<file path="config.mk">
export PLATFORM = sky130hd
export DESIGN_NAME = task_scheduler
export DESIGN_NICKNAME = d
export VERILOG_FILES = /design/src/rtl/othello_pkg.sv /design/src/rtl/result_fifo.sv /design/src/rtl/task_scheduler.sv
export SDC_FILE = /design/constraint.sdc
export NUM_CORES = 1
export LEC_CHECK = 0
export CAP_MARGIN = 40
export CORE_UTILIZATION = 33
export DETAILED_ROUTE_END_ITERATION = 16
export MAX_ROUTING_LAYER = met4
export PLACE_DENSITY = 0.62
export SLEW_MARGIN = 25
export SYNTH_ARGS = -nofsm -noshare
export SYNTH_HDL_FRONTEND = slang
export SYNTH_SLANG_ARGS = --single-unit
</file>
<file path="constraint.sdc">
create_clock -name iCLOCK -period 3.68 [get_ports iCLOCK]
set_clock_uncertainty 0.05 [all_clocks]
set_input_delay 0.552 -clock iCLOCK [delete_from_list [all_inputs] [get_ports iCLOCK]]
set_output_delay 0.552 -clock iCLOCK [all_outputs]
set_load 0.005 [all_outputs]
</file>
<file path="src/rtl/othello_pkg.sv">
// Shared types and constants for the Othello endgame task scheduler.
package othello_pkg;

  localparam logic [15:0] FILLER_ID = 16'hFFFF;
  localparam logic [63:0] FILLER_P  = 64'hFFFF_FFFF_FFFF_FFFF;
  localparam logic [63:0] FILLER_O  = 64'h0;

  typedef struct packed {
    logic [63:0] p;
    logic [63:0] o;
    logic [15:0] id;
  } task_t;

  typedef struct packed {
    logic [15:0]        id;
    logic signed [7:0]  res;
  } result_t;

  typedef enum logic [1:0] {
    ST_IDLE,
    ST_FILL,
    ST_RUN,
    ST_DRAIN
  } sched_state_e;

  // A full board: the pipeline finishes it at once and hands back FILLER_ID.
  function automatic task_t filler_task();
    task_t t;
    t.p  = FILLER_P;
    t.o  = FILLER_O;
    t.id = FILLER_ID;
    return t;
  endfunction

endpackage

</file>
<file path="src/rtl/result_fifo.sv">
// Synchronous FIFO for solved results. Push and pop may coincide even when full.
module result_fifo
  import othello_pkg::*;
#(
  parameter  int DEPTH = 16,
  localparam int CW    = $clog2(DEPTH + 1),
  localparam int AW    = (DEPTH > 1) ? $clog2(DEPTH) : 1
) (
  input  logic          clk,
  input  logic          rst_n,
  input  logic          push,
  input  result_t       push_data,
  input  logic          pop,
  output result_t       head,
  output logic [CW-1:0] count,
  output logic          empty,
  output logic          full
);

  result_t       mem_q [DEPTH];
  logic [AW-1:0] wr_q, wr_d;
  logic [AW-1:0] rd_q, rd_d;
  logic [CW-1:0] cnt_q, cnt_d;
  logic          do_push, do_pop;

  // Pointer and occupancy update; a push into a full FIFO is only taken alongside a pop.
  always_comb begin
    do_pop  = pop && (cnt_q != '0);
    do_push = push && ((cnt_q != CW'(DEPTH)) || do_pop);
    wr_d    = wr_q;
    rd_d    = rd_q;
    cnt_d   = cnt_q;
    if (do_push) wr_d = (wr_q == AW'(DEPTH - 1)) ? '0 : wr_q + AW'(1);
    if (do_pop)  rd_d = (rd_q == AW'(DEPTH - 1)) ? '0 : rd_q + AW'(1);
    case ({do_push, do_pop})
      2'b10:   cnt_d = cnt_q + CW'(1);
      2'b01:   cnt_d = cnt_q - CW'(1);
      default: cnt_d = cnt_q;
    endcase
  end

  // Pointer/count registers.
  always_ff @(posedge clk or negedge rst_n) begin
    if (!rst_n) begin
      wr_q  <= '0;
      rd_q  <= '0;
      cnt_q <= '0;
    end else begin
      wr_q  <= wr_d;
      rd_q  <= rd_d;
      cnt_q <= cnt_d;
    end
  end

  // Storage array; contents need no reset because occupancy gates visibility.
  always_ff @(posedge clk) begin
    if (do_push) mem_q[wr_q] <= push_data;
  end

  assign head  = mem_q[rd_q];
  assign count = cnt_q;
  assign empty = (cnt_q == '0);
  assign full  = (cnt_q == CW'(DEPTH));

endmodule

</file>
<file path="src/rtl/task_scheduler.sv">
// Feeds Othello solve tasks into the fixed-depth endgame pipeline ring and
// collects solved results into a buffered result stream.
module task_scheduler
  import othello_pkg::*;
#(
  parameter int SLOTS     = 9,
  parameter int RES_DEPTH = 16
) (
  input  logic               iCLOCK,
  input  logic               inRESET,
  input  logic               iStart,
  input  logic               iStop,
  input  logic               iTaskValid,
  output logic               oTaskReady,
  input  logic [63:0]        iTaskPlayer,
  input  logic [63:0]        iTaskOpp,
  input  logic [15:0]        iTaskId,
  output logic               oEnable,
  output logic               oValid,
  output logic [63:0]        oPlayer,
  output logic [63:0]        oOpponent,
  output logic [15:0]        oTaskid,
  input  logic               iSolved,
  input  logic [15:0]        iTaskidOut,
  input  logic signed [7:0]  iRes,
  output logic               oResValid,
  input  logic               iResReady,
  output logic [15:0]        oResTaskid,
  output logic signed [7:0]  oRes,
  output logic               oBusy,
  output logic               oErr
);

  localparam int OW = $clog2(SLOTS + 1);
  localparam int FW = $clog2(SLOTS + 1);
  localparam int CW = $clog2(RES_DEPTH + 1);

  sched_state_e  state_q, state_d;
  logic [FW-1:0] fill_cnt_q, fill_cnt_d;
  logic          stop_pend_q, stop_pend_d;
  logic [OW-1:0] outstanding_q, outstanding_d;
  logic          err_q, err_d;
  task_t         offer_q, offer_d;

  logic          consume;
  logic          accepting;
  logic          real_solve;
  logic          credit_ok;
  logic          slot_ok;
  logic          take;
  logic          issue;
  logic          res_pop;
  logic [CW-1:0] fifo_count;
  logic          fifo_empty;
  logic          fifo_full;
  result_t       fifo_head;
  result_t       push_data;

  // Handshake decisions: when a ring slot is refilled and whether the upstream task is taken.
  // Admission also keeps the in-flight count within the ring so the counter never saturates.
  always_comb begin
    consume    = (state_q == ST_FILL) ||
                 (((state_q == ST_RUN) || (state_q == ST_DRAIN)) && iSolved);
    accepting  = ((state_q == ST_FILL) || (state_q == ST_RUN)) && !stop_pend_q && !iStop;
    real_solve = iSolved && (iTaskidOut != FILLER_ID);
    credit_ok  = (int'(fifo_count) + int'(outstanding_q) + 1) <= RES_DEPTH;
    slot_ok    = (int'(outstanding_q) < SLOTS) || real_solve;
    take       = consume && accepting && iTaskValid && credit_ok && slot_ok;
    issue      = take && (iTaskId != FILLER_ID);
    res_pop    = !fifo_empty && iResReady;
    push_data.id  = iTaskidOut;
    push_data.res = iRes;
  end

  // Next-state logic for the sequencing FSM and its fill counter.
  always_comb begin
    state_d     = state_q;
    fill_cnt_d  = fill_cnt_q;
    stop_pend_d = stop_pend_q;
    case (state_q)
      ST_IDLE: begin
        if (iStart && !iStop) begin
          state_d     = ST_FILL;
          fill_cnt_d  = '0;
          stop_pend_d = 1'b0;
        end
      end
      ST_FILL: begin
        if (iStop) stop_pend_d = 1'b1;
        if (fill_cnt_q == FW'(SLOTS - 1)) begin
          state_d = (stop_pend_q || iStop) ? ST_DRAIN : ST_RUN;
        end else begin
          fill_cnt_d = fill_cnt_q + FW'(1);
        end
      end
      ST_RUN: begin
        if (iStop) state_d = ST_DRAIN;
      end
      ST_DRAIN: begin
        if ((outstanding_q == '0) && fifo_empty) state_d = ST_IDLE;
      end
      default: state_d = ST_IDLE;
    endcase
  end

  // In-flight accounting and the sticky error flag.
  always_comb begin
    outstanding_d = outstanding_q;
    err_d         = err_q;
    case ({issue, real_solve})
      2'b10: begin
        if (outstanding_q != OW'(SLOTS)) outstanding_d = outstanding_q + OW'(1);
      end
      2'b01: begin
        if (outstanding_q == '0) err_d = 1'b1;
        else                     outstanding_d = outstanding_q - OW'(1);
      end
      default: outstanding_d = outstanding_q;
    endcase
    if (take && (iTaskId == FILLER_ID)) err_d = 1'b1;
  end

  // Offer register: loads the admitted task or a filler on every slot refill.
  always_comb begin
    offer_d = offer_q;
    if (consume) begin
      if (issue) begin
        offer_d.p  = iTaskPlayer;
        offer_d.o  = iTaskOpp;
        offer_d.id = iTaskId;
      end else begin
        offer_d = filler_task();
      end
    end
  end

  // Control and offer registers.
  always_ff @(posedge iCLOCK or negedge inRESET) begin
    if (!inRESET) begin
      state_q       <= ST_IDLE;
      fill_cnt_q    <= '0;
      stop_pend_q   <= 1'b0;
      outstanding_q <= '0;
      err_q         <= 1'b0;
      offer_q       <= filler_task();
    end else begin
      state_q       <= state_d;
      fill_cnt_q    <= fill_cnt_d;
      stop_pend_q   <= stop_pend_d;
      outstanding_q <= outstanding_d;
      err_q         <= err_d;
      offer_q       <= offer_d;
    end
  end

  result_fifo #(
    .DEPTH(RES_DEPTH)
  ) u_result_fifo (
    .clk       (iCLOCK),
    .rst_n     (inRESET),
    .push      (real_solve),
    .push_data (push_data),
    .pop       (res_pop),
    .head      (fifo_head),
    .count     (fifo_count),
    .empty     (fifo_empty),
    .full      (fifo_full)
  );

  assign oTaskReady = take;
  assign oEnable    = (state_q != ST_IDLE);
  assign oValid     = (state_q != ST_IDLE);
  assign oBusy      = (state_q != ST_IDLE);
  assign oPlayer    = offer_q.p;
  assign oOpponent  = offer_q.o;
  assign oTaskid    = offer_q.id;
  assign oResValid  = !fifo_empty;
  assign oResTaskid = fifo_head.id;
  assign oRes       = fifo_head.res;
  assign oErr       = err_q || (fifo_full && 1'b0);

endmodule
</file>
==> impl_table.tex, run 1 <==
\begin{tabular}{lr}
\hline
Metric & Value \\
\hline
\multicolumn{2}{l}{\textbf{Outcome}} \\
\quad Outcome & completed \\
\multicolumn{2}{l}{\textbf{Yosys}} \\
\quad Number of nets produced by synthesis & 1278 \\
\quad Top area cells in the synthesized netlist & edfxtp\_1 (54\%), mux4\_2 (13\%), dfrtp\_1 (10\%) \\
\quad Dominant cell type by area after synthesis & edfxtp\_1 \\
\quad Share of the synthesized area in the top cell type & 0.537 \\
\quad Xor-xnor portion of the synthesized cell area & 0.00489 \\
\quad Combinational family with the most area after synthesis & multiplexers \\
\quad Dominant synthesized flop cell & edfxtp\_1 \\
\quad Share of synthesized cell area in full adder, half adder and majority cells & 0.0154 \\
\quad Share of the synthesized area in compound gates (AO/OA/AOI/OAI) & 0.0761 \\
\quad Yosys Warn Count & 0 \\
\quad Mux share of post-synthesis cell area & 0.129 \\
\quad Area fraction in and, or, nand and nor cells after synthesis & 0.0178 \\
\quad Portion of the post-synthesis area used by sequential elements & 0.738 \\
\quad Netlist Area Pre-Place & 21500 sq um \\
\quad Mean area per synthesized cell & 19.9 sq um \\
\quad Post-synthesis async set-or-reset flop share & 0.306 \\
\quad Post-synth EDFFs & 384 \\
\quad Number of distinct library cells after synthesis & 50 \\
\quad Post-synthesis register bit count & 553 \\
\quad Number of cells produced by synthesis & 1078 \\
\multicolumn{2}{l}{\textbf{Floorplan}} \\
\quad Horizontal die dimension & 257 microns \\
\quad Initial cell density of the core & 0.334 \\
\quad Number of top-level design ports & 349 \\
\quad DIE AREA & 66200 sq um \\
\quad \# rows & 93 \\
\quad Area of the core & 64300 sq um \\
\quad Die span in y & 257 microns \\
\multicolumn{2}{l}{\textbf{GRT}} \\
\quad Total grt overflow & 0 \\
\quad First-pass GRT wire length & 84.3 mm \\
\quad GRT Util Overall & 0.176 \\
\quad Pin count of the biggest net entering global routing & 104 \\
\quad Number of antenna violations at the first check in global routing & 2 \\
\quad Via count of the first global-routing pass & 13000 \\
\multicolumn{2}{l}{\textbf{Timing}} \\
\quad Worst-case headroom to the max-slew limit & 0.524 \\
\quad Max-slew violation count & 0 \\
\quad Unrepaired setup endpoints after global routing & no \\
\quad Period Utilization, post-route & 0.973 \\
\quad Endpoints failing setup & 0 \\
\quad Post-layout minimum cycle time & 3.58 ns \\
\quad Accumulated negative setup slack & 0 ns \\
\quad Final hold violation count & 0 \\
\quad Maximum clock rate & 0.279 GHz \\
\quad Transition time at the pin with the least slew margin & 0.713 ns \\
\multicolumn{2}{l}{\textbf{Pwr}} \\
\quad Power per cell area & 707 nW/um\^{}2 \\
\quad Internal portion of total power & 14.5 mW \\
\quad Part of the total power dissipated in sequential elements & 0.395 \\
\quad Net Switching & 5.94 mW \\
\quad Net switching fraction of the power & 0.291 \\
\quad Overall power consumption & 20.4 mW \\
\quad Leak & 10.1 nW \\
\quad Proportion of power drawn by the clock network & 0.291 \\
\quad Peak supply drop & 0.433 mV \\
\quad Part of the power in combinational logic & 0.314 \\
\multicolumn{2}{l}{\textbf{Final layout}} \\
\quad Net count reported at finish & 1714 \\
\quad Share of layout cells above drive strength 1 & 0.267 \\
\quad Layout-stage area growth over the synthesis result & 34.5\% \\
\quad Number of fillers in the final layout & 5487 \\
\quad Multi-input logic area & 5330 sq um \\
\quad Sequential cell area & 15900 sq um \\
\quad Core Util, Final & 0.449 \\
\multicolumn{2}{l}{\textbf{Detailed routing}} \\
\quad Vias after detailed routing & 12200 \\
\quad Total iterations of the first detailed-routing run & 4 \\
\quad Routed vias/inst & 5.03 \\
\quad Post-route DRC violation count & 0 \\
\quad Avg WL per Cell & 23.4 microns \\
\quad Number of DRC violations after detailed-routing iteration 0 & 728 \\
\quad Detail Route Antenna Nets & 0 \\
\quad Routed wire length & 56.6 mm \\
\multicolumn{2}{l}{\textbf{Worst setup path}} \\
\quad Critical Path AT & 2.98 ns \\
\quad Setup Crit Path Kind & reg2out \\
\quad Worst-case reg-to-reg path depth & 13 \\
\quad Critical Path Source Type & flip-flop \\
\quad Endpoint of the worst register-to-register path & outstanding\_q[3]\$\_DFFE\_PN0P\_ \\
\quad CP max stage cell & dfrtp\_4 \\
\quad Maximum single-stage delay on the critical path & 0.56 ns \\
\quad Critical Path Fanout Max & 22 \\
\quad Endpoint kind of the worst setup timing path & output pin \\
\quad Cell seen most often among critical-path stages & mux4\_2 \\
\quad R2R Setup Slk & 0.31 ns \\
\quad Startpoint of the worst register-to-register path & outstanding\_q[3]\$\_DFFE\_PN0P\_ \\
\quad CP cell instances & buf\_12 -> mux4\_2 -> mux4\_2 -> clkdlybuf4s50\_1 \\
\quad Data required time at the worst endpoint & 3.08 ns \\
\multicolumn{2}{l}{\textbf{Clock network}} \\
\quad CTS tree & done \\
\quad Max Root-Sink Buffers & 3 \\
\quad Insertion delay of the later-clocked pin in the worst-skew pair & 0.63 ns \\
\quad Cts bufs inserted & 58 \\
\quad Number of levels the H-tree was split into & 2 \\
\quad Clock sink count & 553 \\
\quad Clock Tree Root & clkbuf\_16 \\
\quad Clock transition at path regs & 0.06 ns \\
\multicolumn{2}{l}{\textbf{Placement}} \\
\quad Routability cong. & 0.811 \\
\quad Number of I/O port buffers & 348 \\
\quad Post-DP HPWL & 37.8 mm \\
\multicolumn{2}{l}{\textbf{Flow run}} \\
\quad Number of violations of the max-capacitance limit & 0 \\
\multicolumn{2}{l}{\textbf{Hold path}} \\
\quad Hold WC Path Type & in2async \\
\hline
\end{tabular}
-- worst max-delay path by stage --
stage	from	end	slack, ns	cells after the start
floorplan	iTaskidOut[10]	u_result_fifo.mem_q[3][0]$_DFFE_PP_	0.26	6
global placement	iTaskidOut[9]	u_result_fifo.count[4]$_DFFE_PN0P_	-0.04	14
detailed placement	iTaskidOut[10]	u_result_fifo.count[4]$_DFFE_PN0P_	-0.08	13
CTS	u_result_fifo.rd_q[0]$_DFFE_PN0P_	oRes[6]	0.009	4
global route	u_result_fifo.rd_q[0]$_DFFE_PN0P_	oRes[3]	0.0004	4
finish	u_result_fifo.rd_q[0]$_DFFE_PN0P_	oResTaskid[7]	0.10	4
-- flip-flops by register name (all words and copies together), names as in the netlist, 5 cells and up --
name	count
u_result_fifo.mem_q	384
oOpponent	64
oPlayer	64
oTaskid	16
u_result_fifo.count	5
-- metal layers --
layer / track usage / vias to the layer above / routed length [microns]
li1: - / 5301 / -
met2: 0.304 / 420 / 29900
met5: - / - / 0
met1: 0.199 / 6374 / 20800
met3: 0.0398 / 83 / 3810
met4: 0.0675 / 0 / 2080
-- final cells by class --
| cell class | instances | area share |
|---|---|---|
| inverter | 16 | 0.00208 |
| clock buffer | 75 | 0.0547 |
| multi-input combinational | 439 | 0.184 |
| sequential | 553 | 0.549 |
| clock inverter | 35 | 0.0131 |
| antenna | 2 | 0.000173 |
| tap | 855 | 0.0370 |
| timing repair buffer | 446 | 0.160 |
-- cell families (layout without fill, tap and decap cells) --
| logic type | count (synthesis) | in the layout |
|---|---|---|
| compound gates | 196 | 196 |
| xor+xnor | 12 | 12 |
| fa+ha+maj | 26 | 26 |
| buf+inv | 86 | 572 |
| flops | 553 | 553 |
| mux | 127 | 127 |
| other cells | 0 | 2 |
| simple gates | 78 | 78 |
-- layout by cell type (no fill, tap or decap), types with 6 or more instances in the layout --
master,synthesis,routed
a21oi_1,13,13
a22o_1,65,65
buf_12,0,30
buf_4,7,64
bufinv_16,0,6
clkbuf_1,38,12
clkbuf_16,0,60
clkdlybuf4s50_1,0,341
clkinv_1,0,9
clkinv_2,0,10
dfrtp_1,89,86
dfstp_2,80,80
edfxtp_1,384,384
ha_1,24,24
inv_1,15,15
mux4_2,120,120
nand2_1,21,21
nand3_1,7,7
nand4_1,11,11
nor2_1,18,6
nor2_2,0,12
o21ai_0,13,13
o22a_1,64,64
o32a_1,16,16
xnor2_1,9,9
-- cells in the mapped netlist, drive strengths merged (2+ instances only) --
cell type / count
a21o: 5
a21oi: 13
a22o: 65
a31oi: 3
buf: 32
clkbuf: 38
dfrtp: 89
dfstp: 80
edfxtp: 384
ha: 24
inv: 16
mux2: 4
mux2i: 3
mux4: 120
nand2: 21
nand2b: 5
nand3: 7
nand4: 11
nor2: 18
nor2b: 2
nor3: 7
nor4: 4
o21a: 2
o21ai: 15
o22a: 64
o31ai: 4
o32a: 16
xnor2: 9
xor2: 3
-- power groups by stage --
| stage | Combinational, mW | Sequential [mW] | Clock (mW) |
|---|---|---|---|
| after floorplan | 3.66 | 7.92 | 0 |
| after global placement | 6.40 | 8.17 | 0 |
| after CTS | 6.58 | 8.07 | 6.12 |
| after global routing | 6.89 | 8.15 | 6.34 |
| final | 6.42 | 8.06 | 5.96 |
| after detailed placement | 6.54 | 8.20 | 0 |
-- stage by stage --
step	area [sq um]	worst slack [ns]	cells	hold WS, ns
global route	28900	0.000373	2421	0.310
detailed placement	26900	-0.0809	2305	0.393
floorplan	21500	0.258	1078	0.206
finish	28900	0.100	2421	0.311
global placement	26900	-0.0420	2303	0.389
CTS	28900	0.00881	2419	0.263
-- what timing repair did --
item | in CTS | in global routing
resized for setup | 5 | 2
buffers inserted | 3 | 0
setup endpoints to repair | 24 | 2
endpoints found under the hold margin | 26 | 0
hold buffers | 1 | 0
cloned | 0 | 0
-- worst max-delay path: cells and delay by family, from the launching register on --
kind,cells,cell delay (ns)
flip-flops,1,0.56
buffers and inverters,2,0.71
multiplexers,2,1.05
(Power assumes the default switching activity.)
==> run 2: changes to the inputs <==
--- a/config.mk
+++ b/config.mk
@@ -5,7 +5,8 @@
 export SDC_FILE = /design/constraint.sdc
 export NUM_CORES = 1
 export LEC_CHECK = 0
-export CAP_MARGIN = 40
+export CAP_MARGIN = 20
+export CORE_MARGIN = 5
 export CORE_UTILIZATION = 33
 export DETAILED_ROUTE_END_ITERATION = 16
 export MAX_ROUTING_LAYER = met4
==> impl_table.tex, run 2 (synthesized netlist as in run 1, its figures left out) <==
\begin{tabular}{lr}
\hline
Metric & Value \\
\hline
\multicolumn{2}{l}{\textbf{Placement}} \\
\quad Post-DP Area & 26800 sq um (-0.60\%) \\
\quad Post-DP HPWL & 38.2 mm (+1.1\%) \\
\quad Routability cong. & 0.844 (+4.1\%) \\
\quad Number of I/O port buffers & 348 (unchanged) \\
\multicolumn{2}{l}{\textbf{Worst setup path}} \\
\quad Cell seen most often among critical-path stages & mux4\_2 \\
\quad Startpoint of the worst register-to-register path & outstanding\_q[3]\$\_DFFE\_PN0P\_ \\
\quad Setup crit start & u\_result\_fifo.rd\_q[0]\$\_DFFE\_PN0P\_ \\
\quad Cell count along the critical path & 5 (+1) \\
\quad Critical Path AT & 2.98 ns (about the same) \\
\quad Endpoint kind of the worst setup timing path & output pin \\
\quad Maximum single-stage delay on the critical path & 0.51 ns (-0.05 ns) \\
\quad Critical Path Source Type & flip-flop \\
\quad Endpoint of the worst register-to-register path & outstanding\_q[2]\$\_DFFE\_PN0P\_ \\
\quad Endpoint of the most critical setup path & oResTaskid[10] \\
\quad Worst-case reg-to-reg path depth & 13 (unchanged) \\
\quad Critical Path Fanout Max & 11 (-50\%) \\
\quad Setup Crit Path Kind & reg2out \\
\quad Kind of cell adding the most delay to the critical path & multiplexers \\
\quad R2R Setup Slk & 0.32 ns (about the same) \\
\quad CP cell instances & buf\_4 -> bufbuf\_16 -> mux4\_2 -> mux4\_2 -> clkdlybuf4s50\_1 \\
\quad Data required time at the worst endpoint & 3.08 ns (about the same) \\
\quad CP Buf/Inv Count & 3 (+1) \\
\quad CP max stage cell & mux4\_2 \\
\multicolumn{2}{l}{\textbf{Final layout}} \\
\quad Number of fillers in the final layout & 5575 (+1.6\%) \\
\quad Net count reported at finish & 1707 (-0.41\%) \\
\quad Final standard cell area without fillers & 28900 sq um (about the same) \\
\quad Commonest cells after routing, fill and taps aside & edfxtp\_1 (384), clkdlybuf4s50\_1 (345), mux4\_2 (120), dfrtp\_1 (86), dfstp\_2 (80) \\
\quad Core Util, Final & 0.448 (-0.00116) \\
\quad Max FFs per register & 384 (unchanged) \\
\quad Share of layout cells above drive strength 1 & 0.266 (-0.000728) \\
\quad Layout-stage area growth over the synthesis result & 34.4\% (about the same) \\
\quad Register with the most flip-flops & u\_result\_fifo.mem\_q \\
\quad Leading cell type in the layout, fill and taps excluded & edfxtp\_1 \\
\multicolumn{2}{l}{\textbf{Timing}} \\
\quad Unrepaired setup endpoints after global routing & no \\
\quad Final hold violation count & 0 (unchanged) \\
\quad Maximum clock rate & 0.279 GHz (-0.19\%) \\
\quad Max-slew violation count & 0 (unchanged) \\
\quad Transition time at the pin with the least slew margin & 0.732 ns (+0.0188 ns) \\
\quad Worst-case headroom to the max-slew limit & 0.512 (-0.0125) \\
\quad Period Utilization, post-route & 0.975 (+0.00183) \\
\quad Endpoints failing setup & 0 (unchanged) \\
\quad Accumulated negative setup slack & 0 ns (unchanged) \\
\quad Post-layout minimum cycle time & 3.59 ns (+0.00675 ns) \\
\multicolumn{2}{l}{\textbf{Clock network}} \\
\quad Cts bufs inserted & 58 (unchanged) \\
\quad Insertion delay of the later-clocked pin in the worst-skew pair & 0.62 ns (about the same) \\
\quad Max Root-Sink Buffers & 3 (unchanged) \\
\quad Number of levels the H-tree was split into & 2 (unchanged) \\
\quad Clock sink count & 553 (unchanged) \\
\quad Clock Tree Root & clkbuf\_16 \\
\quad CTS tree & done \\
\quad Clock transition at path regs & 0.06 ns (about the same) \\
\multicolumn{2}{l}{\textbf{Detailed routing}} \\
\quad Total iterations of the first detailed-routing run & 5 (+1) \\
\quad Post-route DRC violation count & 0 (unchanged) \\
\quad Routed vias/inst & 5.05 (+0.41\%) \\
\quad Routed wire length & 58.6 mm (+3.6\%) \\
\quad Vias after detailed routing & 12200 (+0.074\%) \\
\quad Number of DRC violations after detailed-routing iteration 0 & 896 (+23\%) \\
\quad Detail Route Antenna Nets & 0 (unchanged) \\
\quad Avg WL per Cell & 24.3 microns (+3.9\%) \\
\multicolumn{2}{l}{\textbf{Pwr}} \\
\quad Leak & 10.1 nW (about the same) \\
\quad Power per cell area & 714 nW/um\^{}2 (+0.99\%) \\
\quad Peak supply drop & 0.356 mV (-18\%) \\
\multicolumn{2}{l}{\textbf{GRT}} \\
\quad Number of antenna violations at the first check in global routing & 1 (-1) \\
\quad GRT Util Overall & 0.168 (-0.00815) \\
\quad First-pass GRT wire length & 86.8 mm (+3.0\%) \\
\quad Via count of the first global-routing pass & 13300 (+2.3\%) \\
\quad Total grt overflow & 0 (unchanged) \\
\quad Pin count of the biggest net entering global routing & 88 (-15\%) \\
\multicolumn{2}{l}{\textbf{Outcome}} \\
\quad Outcome & completed \\
\multicolumn{2}{l}{\textbf{Floorplan}} \\
\quad \# rows & 93 (unchanged) \\
\quad Number of top-level design ports & 349 (unchanged) \\
\quad Initial cell density of the core & 0.333 (-0.000603) \\
\quad Horizontal die dimension & 265 microns (+3.1\%) \\
\quad Area of the core & 64500 sq um (+0.18\%) \\
\quad Die span in y & 265 microns (+3.1\%) \\
\quad DIE AREA & 70300 sq um (+6.3\%) \\
\multicolumn{2}{l}{\textbf{Hold path}} \\
\quad Hold WC Path Type & in2async \\
\multicolumn{2}{l}{\textbf{Flow run}} \\
\quad Number of violations of the max-capacitance limit & 0 (unchanged) \\
\hline
\end{tabular}
-- run 2: cell count changes in the layout (fill, tap and decap cells not counted), sizes merged, moves of 2 or more --
cell	previous run	this run
clkbuf	75	73
clkdlybuf4s50	341	345
inv	20	18
clkinv	20	29
dlygate4sd2	4	1
buf	98	89
clkinvlp	5	1
-- run 2: worst min-delay path by stage --
stage                           startpoint                         to  slack [ns]  cells after the start
after floorplan                    inRESET  fill_cnt_q[0]$_DFFE_PN0P_        0.21                      0
after global placement    oErr$_DFFE_PN0P_           oErr$_DFFE_PN0P_        0.43                      2
after detailed placement  oErr$_DFFE_PN0P_           oErr$_DFFE_PN0P_        0.43                      2
after CTS                  iTaskPlayer[12]    oPlayer[12]$_DFFE_PN1N_        0.38                      2
after global routing       iTaskPlayer[12]    oPlayer[12]$_DFFE_PN1N_        0.40                      2
final                              inRESET    stop_pend_q$_DFFE_PN0P_        0.43                      2
-- run 2: layer usage --
| layer | up-vias | share of wire | track usage |
|---|---|---|---|
| met1 | 6419 | 0.39 | 0.200 |
| met5 | - | 0 | - |
| met4 | 0 | 0.027 | 0.0476 |
| li1 | 5294 | - | - |
| met3 | 74 | 0.066 | 0.0403 |
| met2 | 400 | 0.52 | 0.288 |
-- run 2: cell type report --
cell class	count	area (sq um)	area share
flip-flops and latches	553	15900	0.549
multi-input cells	439	5330	0.184
repair buffers	439	4570	0.158
clock buffers	72	1610	0.0556
well taps	855	1070	0.0370
clock inverters	38	392	0.0136
inverters	16	60.1	0.00208
diodes	1	2.50	0.0000866
-- run 2: where the power goes --
group	internal, mW	switching (mW)
Combinational	3.57	3.03
Sequential	7.52	0.483
Clock	3.54	2.49
Total	14.6	5.99
-- run 2: metrics by stage --
stage / power, mW / worst slack (ns) / std cells / hold slack (ns)
6_report: 20.6 / 0.0936 / 2413 / 0.431
5_1_grt: 21.6 / 0.00782 / 2413 / 0.401
4_1_cts: 20.9 / 0.000508 / 2410 / 0.376
3_5_place_dp: 14.7 / 0.0443 / 2292 / 0.427
3_3_place_gp: 14.6 / 0.0988 / 2290 / 0.433
2_1_floorplan: 11.6 / 0.258 / 1078 / 0.206
-- run 2: repair_timing --
item,CTS,global route
hold endpoints to repair,25,0
setup endpoints to repair,25,7
buffers inserted,6,1
cloned,1,1
hold buffers,1,0
gates resized for setup,1,2
==> run 3: changes to the inputs <==
--- a/config.mk
+++ b/config.mk
@@ -11,6 +11,7 @@
 export DETAILED_ROUTE_END_ITERATION = 16
 export MAX_ROUTING_LAYER = met4
 export PLACE_DENSITY = 0.62
+export SETUP_SLACK_MARGIN = 0.1
 export SLEW_MARGIN = 25
 export SYNTH_ARGS = -nofsm -noshare
 export SYNTH_HDL_FRONTEND = slang
==> impl_table.tex, run 3 (synthesized netlist as in run 1, its figures left out) <==
\begin{tabular}{lr}
\hline
Metric & Value \\
\hline
\multicolumn{2}{l}{\textbf{Detailed routing}} \\
\quad Total iterations of the first detailed-routing run & 5 (unchanged) \\
\quad Detail Route Antenna Nets & 0 (unchanged) \\
\quad Routed vias/inst & 5.07 (+0.30\%) \\
\quad Number of DRC violations after detailed-routing iteration 0 & 895 (-0.11\%) \\
\quad Vias after detailed routing & 12300 (+0.71\%) \\
\quad Post-route DRC violation count & 0 (unchanged) \\
\quad Routed wire length & 59.2 mm (+1.0\%) \\
\quad Avg WL per Cell & 24.4 microns (+0.62\%) \\
\multicolumn{2}{l}{\textbf{Final layout}} \\
\quad Commonest cells after routing, fill and taps aside & edfxtp\_1 (384), clkdlybuf4s50\_1 (339), mux4\_2 (120), dfrtp\_1 (86), dfstp\_2 (80) \\
\quad Layout-stage area growth over the synthesis result & 35.1\% \\
\quad Core Util, Final & 0.451 (+0.00227) \\
\quad Share of layout cells above drive strength 1 & 0.270 (+0.00422) \\
\quad Net count reported at finish & 1716 (+0.53\%) \\
\quad Leading cell type in the layout, fill and taps excluded & edfxtp\_1 \\
\quad Max FFs per register & 384 (unchanged) \\
\quad Register with the most flip-flops & u\_result\_fifo.mem\_q \\
\multicolumn{2}{l}{\textbf{Worst setup path}} \\
\quad CP cell instances & buf\_6 -> buf\_16 -> mux4\_2 -> mux4\_2 -> clkdlybuf4s50\_1 \\
\quad CP Buf/Inv Count & 3 (unchanged) \\
\quad R2R Setup Slk & 0.33 ns (about the same) \\
\quad Cell seen most often among critical-path stages & mux4\_2 \\
\quad Critical Path Fanout Max & 9 (-2) \\
\quad CP max stage cell & mux4\_2 \\
\quad Maximum single-stage delay on the critical path & 0.52 ns (about the same) \\
\quad Endpoint kind of the worst setup timing path & output pin \\
\quad Critical Path Source Type & flip-flop \\
\quad Critical Path AT & 2.93 ns (-0.05 ns) \\
\quad Setup Crit Path Kind & reg2out \\
\quad Kind of cell adding the most delay to the critical path & multiplexers \\
\quad Data required time at the worst endpoint & 3.08 ns (about the same) \\
\multicolumn{2}{l}{\textbf{Clock network}} \\
\quad Number of levels the H-tree was split into & 2 (unchanged) \\
\quad Clock sink count & 553 (unchanged) \\
\quad Max Root-Sink Buffers & 3 (unchanged) \\
\quad CTS tree & done \\
\quad Cts bufs inserted & 58 (unchanged) \\
\quad Clock transition at path regs & 0.06 ns (about the same) \\
\quad Clock Tree Root & clkbuf\_16 \\
\quad Insertion delay of the later-clocked pin in the worst-skew pair & 0.62 ns (about the same) \\
\multicolumn{2}{l}{\textbf{Timing}} \\
\quad Unrepaired setup endpoints after global routing & yes \\
\quad Max-slew violation count & 0 (unchanged) \\
\quad Maximum clock rate & 0.283 GHz (+1.7\%) \\
\quad Worst-case headroom to the max-slew limit & 0.512 (about the same) \\
\quad Final hold violation count & 0 (unchanged) \\
\quad Transition time at the pin with the least slew margin & 0.732 ns (-0.000228 ns) \\
\quad Period Utilization, post-route & 0.959 (-0.0158) \\
\quad Post-layout minimum cycle time & 3.53 ns (-0.0583 ns) \\
\quad Endpoints failing setup & 0 (unchanged) \\
\quad Accumulated negative setup slack & 0 ns (unchanged) \\
\multicolumn{2}{l}{\textbf{Pwr}} \\
\quad Part of the power in combinational logic & 0.327 (+0.007) \\
\quad Part of the total power dissipated in sequential elements & 0.384 (-0.004) \\
\quad Net Switching & 6.07 mW (+1.2\%) \\
\quad Proportion of power drawn by the clock network & 0.289 (-0.003) \\
\quad Internal portion of total power & 14.7 mW (+0.75\%) \\
\quad Leak & 10.2 nW (+0.85\%) \\
\quad Power per cell area & 717 nW/um\^{}2 (+0.39\%) \\
\quad Net switching fraction of the power & 0.292 (+0.000996) \\
\quad Peak supply drop & 0.367 mV (+2.9\%) \\
\multicolumn{2}{l}{\textbf{Floorplan}} \\
\quad \# rows & 93 (unchanged) \\
\quad Initial cell density of the core & 0.333 (unchanged) \\
\quad Area of the core & 64500 sq um (unchanged) \\
\quad Horizontal die dimension & 265 microns (unchanged) \\
\quad Number of top-level design ports & 349 (unchanged) \\
\quad DIE AREA & 70300 sq um (unchanged) \\
\quad Die span in y & 265 microns (unchanged) \\
\multicolumn{2}{l}{\textbf{GRT}} \\
\quad Global Route met3 Usage & 0.0402 (-0.0000925) \\
\quad Fraction of met1 tracks used by global routing & 0.204 (+0.00332) \\
\quad Pin count of the biggest net entering global routing & 88 (unchanged) \\
\quad Top Usage Layer GRT & met2 \\
\quad Via count of the first global-routing pass & 13300 (+0.038\%) \\
\quad Met2 demand-to-capacity share in global routing & 0.285 (-0.00354) \\
\quad Number of antenna violations at the first check in global routing & 2 (+1) \\
\quad Total grt overflow & 0 (unchanged) \\
\quad First-pass GRT wire length & 87.4 mm (+0.60\%) \\
\quad GRT Util Overall & 0.170 (+0.00187) \\
\multicolumn{2}{l}{\textbf{Placement}} \\
\quad Routability cong. & 0.844 (unchanged) \\
\quad Number of I/O port buffers & 348 (unchanged) \\
\quad Post-DP HPWL & 38.2 mm (unchanged) \\
\multicolumn{2}{l}{\textbf{Hold path}} \\
\quad Hold WC Path Type & in2async \\
\multicolumn{2}{l}{\textbf{Flow run}} \\
\quad Number of violations of the max-capacitance limit & 0 (unchanged) \\
\multicolumn{2}{l}{\textbf{Outcome}} \\
\quad Outcome & completed \\
\hline
\end{tabular}
-- run 3: metrics by stage --
stage	power [mW]	setup WS [ns]	hold slack [ns]	cell area (sq um)	instances
detailed placement	14.7	0.0443	0.427	26800	2292
global placement	14.6	0.0988	0.433	26700	2290
floorplan	11.6	0.258	0.206	21500	1078
CTS	21.1	0.0398	0.376	29000	2417
finish	20.8	0.152	0.432	29000	2423
global route	21.8	0.0323	0.401	29000	2423
-- run 3: what timing repair did --
item	4_1_cts	5_1_grt
endpoints found under the hold margin	25	0
cloned	4	1
hold buffers	1	0
pin swaps	0	0
gates resized for setup	10	8
buffers inserted	10	3
endpoints found under the setup margin	25	18
-- run 3: area by class of cell --
| type | count | area (sq um) |
|---|---|---|
| Antenna cell | 2 | 5.00 |
| Clock buffer | 72 | 1610 |
| Clock inverter | 38 | 392 |
| Fill cell | 5562 | 35400 |
| Inverter | 16 | 60.1 |
| Multi-Input combinational cell | 439 | 5330 |
| Sequential cell | 553 | 15900 |
| Tap cell | 855 | 1070 |
| Timing Repair Buffer | 448 | 4710 |
-- run 3: path summary, 6_finish.rpt --
kind | startpoint | endpoint | cells after the start
worst max register to register | outstanding_q[3]$_DFFE_PN0P_ | outstanding_q[2]$_DFFE_PN0P_ | 13
min in group iCLOCK | iTaskPlayer[12] | oPlayer[12]$_DFFE_PN1N_ | 2
worst max-delay path | u_result_fifo.rd_q[0]$_DFFE_PN0P_ | oResTaskid[9] | 5
worst min-delay path | inRESET | stop_pend_q$_DFFE_PN0P_ | 2
max in group asynchronous | inRESET | oTaskid[9]$_DFFE_PN1N_ | 3
worst min register to register | oErr$_DFFE_PN0P_ | oErr$_DFFE_PN0P_ | 2
-- run 3: power by group through the flow --
stage,logic (mW),registers (mW),clock network (mW)
after floorplan,3.66,7.92,0
after global placement,6.39,8.17,0
after detailed placement,6.51,8.20,0
after CTS,6.91,7.99,6.19
after global routing,7.32,8.06,6.44
final,6.80,7.99,6.02
-- run 3: per-layer routing --
metal  up-vias  wire, microns  part of all wire
met5         -              0                 0
met4         0           2210             0.037
met3        87           4130             0.070
met2       491          30100              0.51
met1      6377          22700              0.38
li1       5319              -                 -
